--- src/rtl/hx8352_window_fill_sequencer.sv ---
// Writes the HX8352 window registers and GRAM index, then streams one colour word per pixel.
// One registered step pulse per word, then at least STEP_GAP idle cycles, stretched while bus_busy is high.
module hx8352_window_fill_sequencer #(
    parameter int X_W      = 9,
    parameter int Y_W      = 9,
    parameter int H_RES    = 240,
    parameter int V_RES    = 400,
    parameter int STEP_GAP = 4
) (
    input  logic           clk,
    input  logic           rst,
    input  logic           start,
    input  logic [X_W-1:0] x0,
    input  logic [X_W-1:0] x1,
    input  logic [Y_W-1:0] y0,
    input  logic [Y_W-1:0] y1,
    input  logic [15:0]    color,
    output logic           busy,
    output logic           done,
    output logic           error,
    output logic [15:0]    bus_data,
    output logic           bus_cmd,
    output logic           bus_step,
    input  logic           bus_busy
);

    localparam int GW = $clog2(STEP_GAP);
    localparam logic [GW-1:0]  GAP_LAST = GW'(STEP_GAP - 1);
    localparam logic [X_W-1:0] X_MAX    = X_W'(H_RES - 1);
    localparam logic [Y_W-1:0] Y_MAX    = Y_W'(V_RES - 1);

    typedef enum logic [1:0] {S_IDLE, S_ISSUE, S_WAIT, S_DONE} state_t;
    typedef enum logic [1:0] {PH_REG, PH_GRAM, PH_PIXEL} phase_t;

    state_t         state, state_n;
    phase_t         phase, phase_n;
    logic [3:0]     reg_idx, reg_idx_n;
    logic [X_W-1:0] col, col_n, lx0, lx1;
    logic [Y_W-1:0] row, row_n, ly0, ly1;
    logic [15:0]    lcolor;
    logic [GW-1:0]  gap_cnt, gap_n;
    logic           busy_n, done_n, error_n, step_n, cmd_n, load;
    logic [15:0]    data_n, coord;

    always_comb begin
        state_n   = state;
        phase_n   = phase;
        reg_idx_n = reg_idx;
        col_n     = col;
        row_n     = row;
        gap_n     = gap_cnt;
        busy_n    = busy;
        done_n    = 1'b0;
        error_n   = 1'b0;
        step_n    = 1'b0;
        cmd_n     = bus_cmd;
        data_n    = bus_data;
        load      = 1'b0;
        coord     = 16'h0000;
        case (state)
            S_IDLE: begin
                if (start) begin
                    if (x1 < x0 || y1 < y0 || x1 > X_MAX || y1 > Y_MAX) begin
                        error_n = 1'b1;
                    end else begin
                        state_n   = S_ISSUE;
                        busy_n    = 1'b1;
                        phase_n   = PH_REG;
                        reg_idx_n = 4'd0;
                        col_n     = '0;
                        row_n     = '0;
                        load      = 1'b1;
                    end
                end
            end
            S_ISSUE: begin
                state_n = S_WAIT;
                gap_n   = '0;
            end
            S_WAIT: begin
                if (gap_cnt != GAP_LAST) begin
                    gap_n = gap_cnt + GW'(1);
                end else if (!bus_busy) begin
                    if (phase == PH_PIXEL && col == lx1 && row == ly1) begin
                        state_n = S_DONE;
                        done_n  = 1'b1;
                        busy_n  = 1'b0;
                    end else begin
                        state_n = S_ISSUE;
                        load    = 1'b1;
                        case (phase)
                            PH_REG: begin
                                if (reg_idx == 4'd15) phase_n = PH_GRAM;
                                else reg_idx_n = reg_idx + 4'd1;
                            end
                            PH_GRAM: begin
                                phase_n = PH_PIXEL;
                                col_n   = lx0;
                                row_n   = ly0;
                            end
                            default: begin
                                if (col == lx1) begin
                                    col_n = lx0;
                                    row_n = row + Y_W'(1);
                                end else begin
                                    col_n = col + X_W'(1);
                                end
                            end
                        endcase
                    end
                end
            end
            S_DONE: begin
                state_n = S_IDLE;
                cmd_n   = 1'b1;
            end
            default: state_n = S_IDLE;
        endcase

        // Even register slots are indices 0x02..0x09, odd slots carry the coordinate byte.
        if (load) begin
            step_n = 1'b1;
            case (phase_n)
                PH_REG: begin
                    if (!reg_idx_n[0]) begin
                        data_n = 16'(reg_idx_n[3:1]) + 16'h0002;
                        cmd_n  = 1'b0;
                    end else begin
                        case (reg_idx_n[3:2])
                            2'd0:    coord = 16'(lx0);
                            2'd1:    coord = 16'(lx1);
                            2'd2:    coord = 16'(ly0);
                            default: coord = 16'(ly1);
                        endcase
                        data_n = reg_idx_n[1] ? {8'h00, coord[7:0]} : {8'h00, coord[15:8]};
                        cmd_n  = 1'b1;
                    end
                end
                PH_GRAM: begin
                    data_n = 16'h0022;
                    cmd_n  = 1'b0;
                end
                default: begin
                    data_n = lcolor;
                    cmd_n  = 1'b1;
                end
            endcase
        end
    end

    always_ff @(posedge clk or negedge rst) begin
        if (!rst) begin
            state    <= S_IDLE;
            phase    <= PH_REG;
            reg_idx  <= 4'd0;
            col      <= '0;
            row      <= '0;
            gap_cnt  <= '0;
            lx0      <= '0;
            lx1      <= '0;
            ly0      <= '0;
            ly1      <= '0;
            lcolor   <= 16'h0000;
            busy     <= 1'b0;
            done     <= 1'b0;
            error    <= 1'b0;
            bus_step <= 1'b0;
            bus_cmd  <= 1'b1;
            bus_data <= 16'h0000;
        end else begin
            state    <= state_n;
            phase    <= phase_n;
            reg_idx  <= reg_idx_n;
            col      <= col_n;
            row      <= row_n;
            gap_cnt  <= gap_n;
            busy     <= busy_n;
            done     <= done_n;
            error    <= error_n;
            bus_step <= step_n;
            bus_cmd  <= cmd_n;
            bus_data <= data_n;
            if (state == S_IDLE && start) begin
                lx0    <= x0;
                lx1    <= x1;
                ly0    <= y0;
                ly1    <= y1;
                lcolor <= color;
            end
        end
    end

endmodule

--- config.mk ---
export PLATFORM = sky130hd
export DESIGN_NAME = hx8352_window_fill_sequencer
export DESIGN_NICKNAME = d
export VERILOG_FILES = /design/src/rtl/hx8352_window_fill_sequencer.sv
export SDC_FILE = /design/constraint.sdc
export NUM_CORES = 1
export LEC_CHECK = 0
export BUFFER_PORTS_ARGS = -buffer_cell sky130_fd_sc_hd__buf_2
export CORE_MARGIN = 1
export CORE_UTILIZATION = 45
export CTS_CLUSTER_DIAMETER = 120
export DETAILED_ROUTE_END_ITERATION = 6
export PLACE_DENSITY = 0.65
export SYNTH_ARGS = -nofsm -noshare
export SYNTH_HDL_FRONTEND = slang
export SYNTH_SLANG_ARGS = --single-unit
--- constraint.sdc ---
create_clock -name clk -period 2.9 [get_ports clk]
set_input_delay 0.58 -clock clk [delete_from_list [all_inputs] [get_ports clk]]
set_output_delay 0.58 -clock clk [all_outputs]
set_load 0.005 [all_outputs]
==> impl_metrics.yaml, run 1 <==
detailed_routing:
  post_drt_wl_per_cell_um: 18.2
  drt_iter0_drc: 427
  via_per_inst: 5.69
  route.vias.total: 5307
  ant_nets: 0
  wirelength_mm: 16.9
  firstDrtPassIters: 5
  drt_drc_violations_left: 0
setup_path:
  cp_max_fo: 5
  end_kind: "flip-flop"
  arrival_ns: 3.06
  crit_type: "primary input to flip-flop"
  start_kind: "primary input"
  critPathRequiredTime_ns: 3.13
clock_tree:
  h-tree-depth: 3
  cts_tree: "yes"
  clkSinkCount: 101
  insertion_delay_ns: 0.35
  numCtsBuffers: 9
  clk_pin_slew_ns: 0.07
  root_buffer: "clkbuf_16"
  clock_path_buffers: 2
timing:
  finalSetupViolCount: 0
  fin_crit_ns: 2.83
  slew_violations: 0
  slew_headroom_pct: 44.1
  rsz0062_at_grt: "true"
  worst_slew_pin_slew_ns: 0.839
  clock_skew_ns: 0.00518
  period_share_pct: 97.6
  hold_viol: 0
  max_freq_mhz: 353
outcome:
  outcome: "finished clean"
power:
  p_leak_uw: 0.00348
  power.density_nw_per_um2: 798
  vdd_drop_max_v: 0.000467
  finalPower_uw: 5950
floorplanning:
  die_area_um2: 13100
  fp-row-count: 40
  die-height_um: 114
  start_util_pct: 46.8
  chipWidth_um: 114
  pin_count: 77
  core_um2: 12200
synthesis:
  ys_seq_elements: 101
  syn-num-nets: 706
  synth_area_um2: 5690
  ys_types: 70
  synth-main-ff-cell: "dfrtp_1"
  postSynthCellCount: 627
  syn_avg_cell_area_um2: 9.08
  ys_warn_count: 0
  synthArstFlopShare_pct: 100
  seq_area_frac_synth_pct: 44.4
  synth-edff-count: 0
global_route:
  antenna_found_initial: 0
  grt_start_max_net_pins: 71
  grt.total_usage_pct: 27.3
  overflow: 0
  grt_pass1_wl_mm: 27.1
  grt_pass1_vias: 5108
finish:
  diodes: 0
  final_cells: 932
  layout.nets: 839
  syn_to_final_growth_pct: 30.9
  drive_gt1_share_pct: 31.0
  layout_commonest_cell: "nand2_1"
  final_cell_mix: "nand2_1, dfrtp_1, buf_4"
flow_run:
  drv_cap: 0
place:
  portBuffers: 76
  dp_hpwl_mm: 12.4
  dp.cells: 910
  routabilityCongestion: 0.961
worst_hold_path:
  min_path_type: "primary input to async pin"
-- path summary, 6_finish.rpt --
path | start | endpoint | slack [ns] | cells after the start
max in group asynchronous | rst | bus_cmd$_DFFE_PN1P_ | 1.79 | 2
min in group clk | color[9] | lcolor[9]$_DFFE_PN0P_ | 0.41 | 3
worst max-delay path | x1[8] | bus_data[0]$_DFFE_PN0P_ | 0.07 | 13
worst min register to register | lcolor[11]$_DFFE_PN0P_ | lcolor[11]$_DFFE_PN0P_ | 0.48 | 2
worst max register to register | gap_cnt[0]$_DFFE_PN0P_ | bus_data[0]$_DFFE_PN0P_ | 0.09 | 13
worst min-delay path | rst | row[5]$_DFFE_PN0P_ | 0.32 | 1
-- metal layers --
metal	global-route usage, %	wire length, µm	vias to the layer above
met5	0	0	-
met4	9.70	476	0
met3	6.41	1140	26
met2	41.7	7860	212
met1	37.9	7450	2574
li1	-	-	2495
-- synth_stat cells, types with 7 or more instances --
cell       number  area, µm²
a21oi_1        31        155
a221o_1         8       80.1
a22o_1          8       70.1
a31oi_1         7       43.8
clkbuf_1       20       75.1
dfrtp_1       100       2500
ha_1           23        288
inv_1          34        128
nand2_1       138        518
nand3_1        28        140
nand4_1         8       50.1
nor2_1         19       71.3
nor3_1         18       90.1
o21ai_0        33        165
o21ai_1         8       40.0
o2bb2ai_1      15        131
o311ai_1        7       61.3
xnor2_1        18        158
-- per-stage QoR --
step | area, µm² | setup WS (ns) | utilization [%] | hold WS, ns | setup TNS (ns)
floorplan | 5860 | -0.195 | - | 0.284 | -0.394
global route | 7450 | -0.0456 | 61.3 | 0.385 | -0.0612
CTS | 7170 | 0.0124 | 59.0 | 0.359 | 0
global placement | 6830 | -0.243 | 56.1 | 0.458 | -1.63
finish | 7450 | 0.0684 | 61.3 | 0.324 | 0
detailed placement | 6830 | -0.451 | 56.1 | 0.464 | -2.49
-- final cells by class --
type                    instances  area, µm²
inverters                      37        166
repair buffers                153       1070
flip-flops and latches        101       2530
clock inverters                 6       70.1
well taps                     168        210
multi-input cells             458       3180
clock buffers                   9        225
fillers                      1042       4710
-- logic make-up (layout without fill, tap and decap cells) --
| logic type | Yosys count | count (layout) | synth area share [%] |
|---|---|---|---|
| multiplexers | 6 | 6 | 1.12 |
| adder cells (fa/ha/maj) | 23 | 23 | 5.06 |
| buffers and inverters | 68 | 205 | 5.19 |
| XOR/XNOR | 20 | 20 | 3.08 |
| AND/OR/NAND/NOR | 243 | 243 | 19.6 |
| AO/OA/AOI/OAI | 166 | 166 | 21.5 |
| flip-flops | 101 | 101 | 44.4 |
-- power by group --
| group | internal [µW] | total (µW) | switching [µW] |
|---|---|---|---|
| clock | 672 | 1230 | 553 |
| combinational | 1000 | 2260 | 1260 |
| sequential | 1880 | 2460 | 579 |
| total | 3560 | 5950 | 2390 |
-- state kept, by name, indices dropped and copies added (netlist names), 4 cells and up --
signal and count:
reg_idx 4, ly1 9, ly0 9, col 9, lx1 9, bus_data 16, row 9, lcolor 16
lx0 9
-- worst max-delay path, cell delays in order --
cell	delay [ns]
buf_6	0.10
ha_4	0.26
nand4_1	0.17
o31ai_4	0.36
o211ai_4	0.14
a21oi_4	0.25
inv_4	0.06
ha_4	0.18
a221oi_4	0.29
and3_4	0.23
o2111ai_4	0.11
a32oi_2	0.23
o21ai_1	0.09
-- timing repair --
action	CTS	global route
buffers inserted	2	5
resized for setup	5	51
endpoints found under the hold margin	0	0
endpoints found under the setup margin	2	6
hold buffers	0	0
pin swaps	4	24
(Power assumes the default switching activity.)
==> run 2, diff against run 1 <==
Settings changed: GPL_TIMING_DRIVEN from default to 0.
==> run 2 against run 1 <==
Wire length grew 3.1%. Clock-buffer cell count up 3. Total power grew 0.37%. Die area is the same. The flow now finishes with violations (setup timing). Critical path type unchanged. Clock power fell by 7%. First-iteration DRC count fell by 4.9%.
==> impl_metrics.yaml, run 2 (synthesis results as in run 1) <==
outcome:
  outcome: "finished with violations"
  violations: "setup timing"
clock_tree:
  clkSinkCount: 101
  insertion_delay_ns: 0.36
  clk_pin_slew_ns: 0.08
  clock_path_buffers: 2
  cts_hold_buf: 0
  h-tree-depth: 3
  numCtsBuffers: 9
  cts_tree: "yes"
  root_buffer: "clkbuf_16"
floorplanning:
  die_area_um2: 13100
  core_um2: 12200
  chipWidth_um: 114
  pin_count: 77
  die-height_um: 114
  start_util_pct: 46.8
  fp-row-count: 40
detailed_routing:
  firstDrtPassIters: 5
  drt_iter0_drc: 406
  via_per_inst: 5.79
  route.vias.total: 5272
  drt_drc_violations_left: 0
  post_drt_wl_per_cell_um: 19.2
  wirelength_mm: 17.5
  ant_nets: 0
setup_path:
  crit_type: "primary input to flip-flop"
  end_kind: "flip-flop"
  ff2ff_setup_slack_ns: -0.06
  critPathRequiredTime_ns: 3.13
  start_kind: "primary input"
  arrival_ns: 3.28
  cp_max_fo: 5
finish:
  final_cell_mix: "nand2_1, dfrtp_1, buf_2"
  fillers: 1063
  drive_gt1_share_pct: 27.5
  layout_commonest_cell: "nand2_1"
  register_area_um2: 2530
  multi_input_area_um2: 3260
  diodes: 0
  utilization_pct: 60.0
  final_cells: 911
  layout.nets: 817
  syn_to_final_growth_pct: 28.1
  largestRegisters: "bus_data (16), lcolor (16)"
timing:
  rsz0062_at_grt: "true"
  period_share_pct: 105
  clock_skew_ns: 0.0141
  worst_slew_pin_slew_ns: 0.683
  slew_violations: 0
  hold_viol: 0
  slew_headroom_pct: 54.2
  fin_crit_ns: 3.05
  max_freq_mhz: 328
  finalSetupViolCount: 5
  setup_slack_ns: -0.148
place:
  routabilityCongestion: 0.947
  dp.cells: 872
  dp_hpwl_mm: 12.8
  portBuffers: 76
global_route:
  antenna_found_initial: 0
  grt.total_usage_pct: 28.2
  overflow: 0
  grt_start_max_net_pins: 52
  grt_pass1_vias: 5168
  grt_pass1_wl_mm: 27.8
worst_hold_path:
  min_path_type: "primary input to async pin"
power:
  vdd_drop_max_v: 0.000436
  power.density_nw_per_um2: 818
  p_leak_uw: 0.00331
flow_run:
  drv_cap: 0
[run 2: cell count changes in the layout (fill, tap and decap cells not counted), sizes merged]
cell	change
clkbuf	+22
clkinvlp	+2
bufinv	-1
buf	-41
clkinv	-3
[run 2: path summary, 6_finish.rpt]
kind	startpoint	end	cells after the start
worst max register to register	state[1]$_DFFE_PN0P_	bus_data[0]$_DFFE_PN0P_	13
worst min-delay path	rst	row[4]$_DFFE_PN0P_	1
max in group asynchronous	rst	bus_cmd$_DFFE_PN1P_	2
worst min register to register	lcolor[8]$_DFFE_PN0P_	lcolor[8]$_DFFE_PN0P_	2
min in group clk	color[2]	lcolor[2]$_DFFE_PN0P_	3
worst max-delay path	x0[8]	bus_data[0]$_DFFE_PN0P_	16
[run 2: worst max-delay path, stage by stage]
cell and delay (ns):
buf_8 0.08, inv_4 0.03, ha_4 0.25, nand4_1 0.18, a21o_1 0.24, o31ai_4 0.08
o211ai_2 0.17, buf_6 0.17, a21oi_4 0.25, inv_4 0.08, ha_4 0.19, a221oi_4 0.28
and3_4 0.25, o2111ai_4 0.11, a32oi_1 0.24, o21ai_1 0.08
[run 2: power by group]
group / switching (µW) / leakage, µW / internal (µW)
Combinational: 1350 / 0.00189 / 1010
Clock: 554 / 0.000124 / 590
Sequential: 583 / 0.00129 / 1880
[run 2: routing by layer]
metal	track usage, %	routed length, µm
met1	40.0	7810
met2	43.1	8010
met3	6.09	1190
met4	9.09	448
met5	0	0
[run 2: cell type report]
cell class / count / area share, %
clock inverter: 4 / 0.446
buffer: 28 / 2.09
tap: 168 / 2.88
timing repair buffer: 103 / 9.68
inverter: 37 / 2.32
multi-input combinational: 458 / 44.7
sequential: 101 / 34.7
clock buffer: 12 / 3.24
[run 2: repair_timing]
action / CTS / global route
gates resized for setup: 44 / 34
endpoints found under the setup margin: 8 / 8
buffers inserted: 18 / 7
cloned: 1 / 0
pin swaps: 19 / 25
endpoints found under the hold margin: 0 / 0
[run 2: metrics by stage]
step	setup WS (ns)	setup TNS [ns]	hold WS [ns]	power, µW	instance area, µm²
floorplan	-0.195	-0.394	0.284	3630	5860
global placement	-0.857	-5.16	0.458	4370	6450
detailed placement	-0.872	-5.20	0.467	4450	6480
CTS	-0.0936	-0.109	0.267	5800	7100
global route	-0.245	-0.856	0.297	6330	7290
finish	-0.148	-0.442	0.241	5970	7290
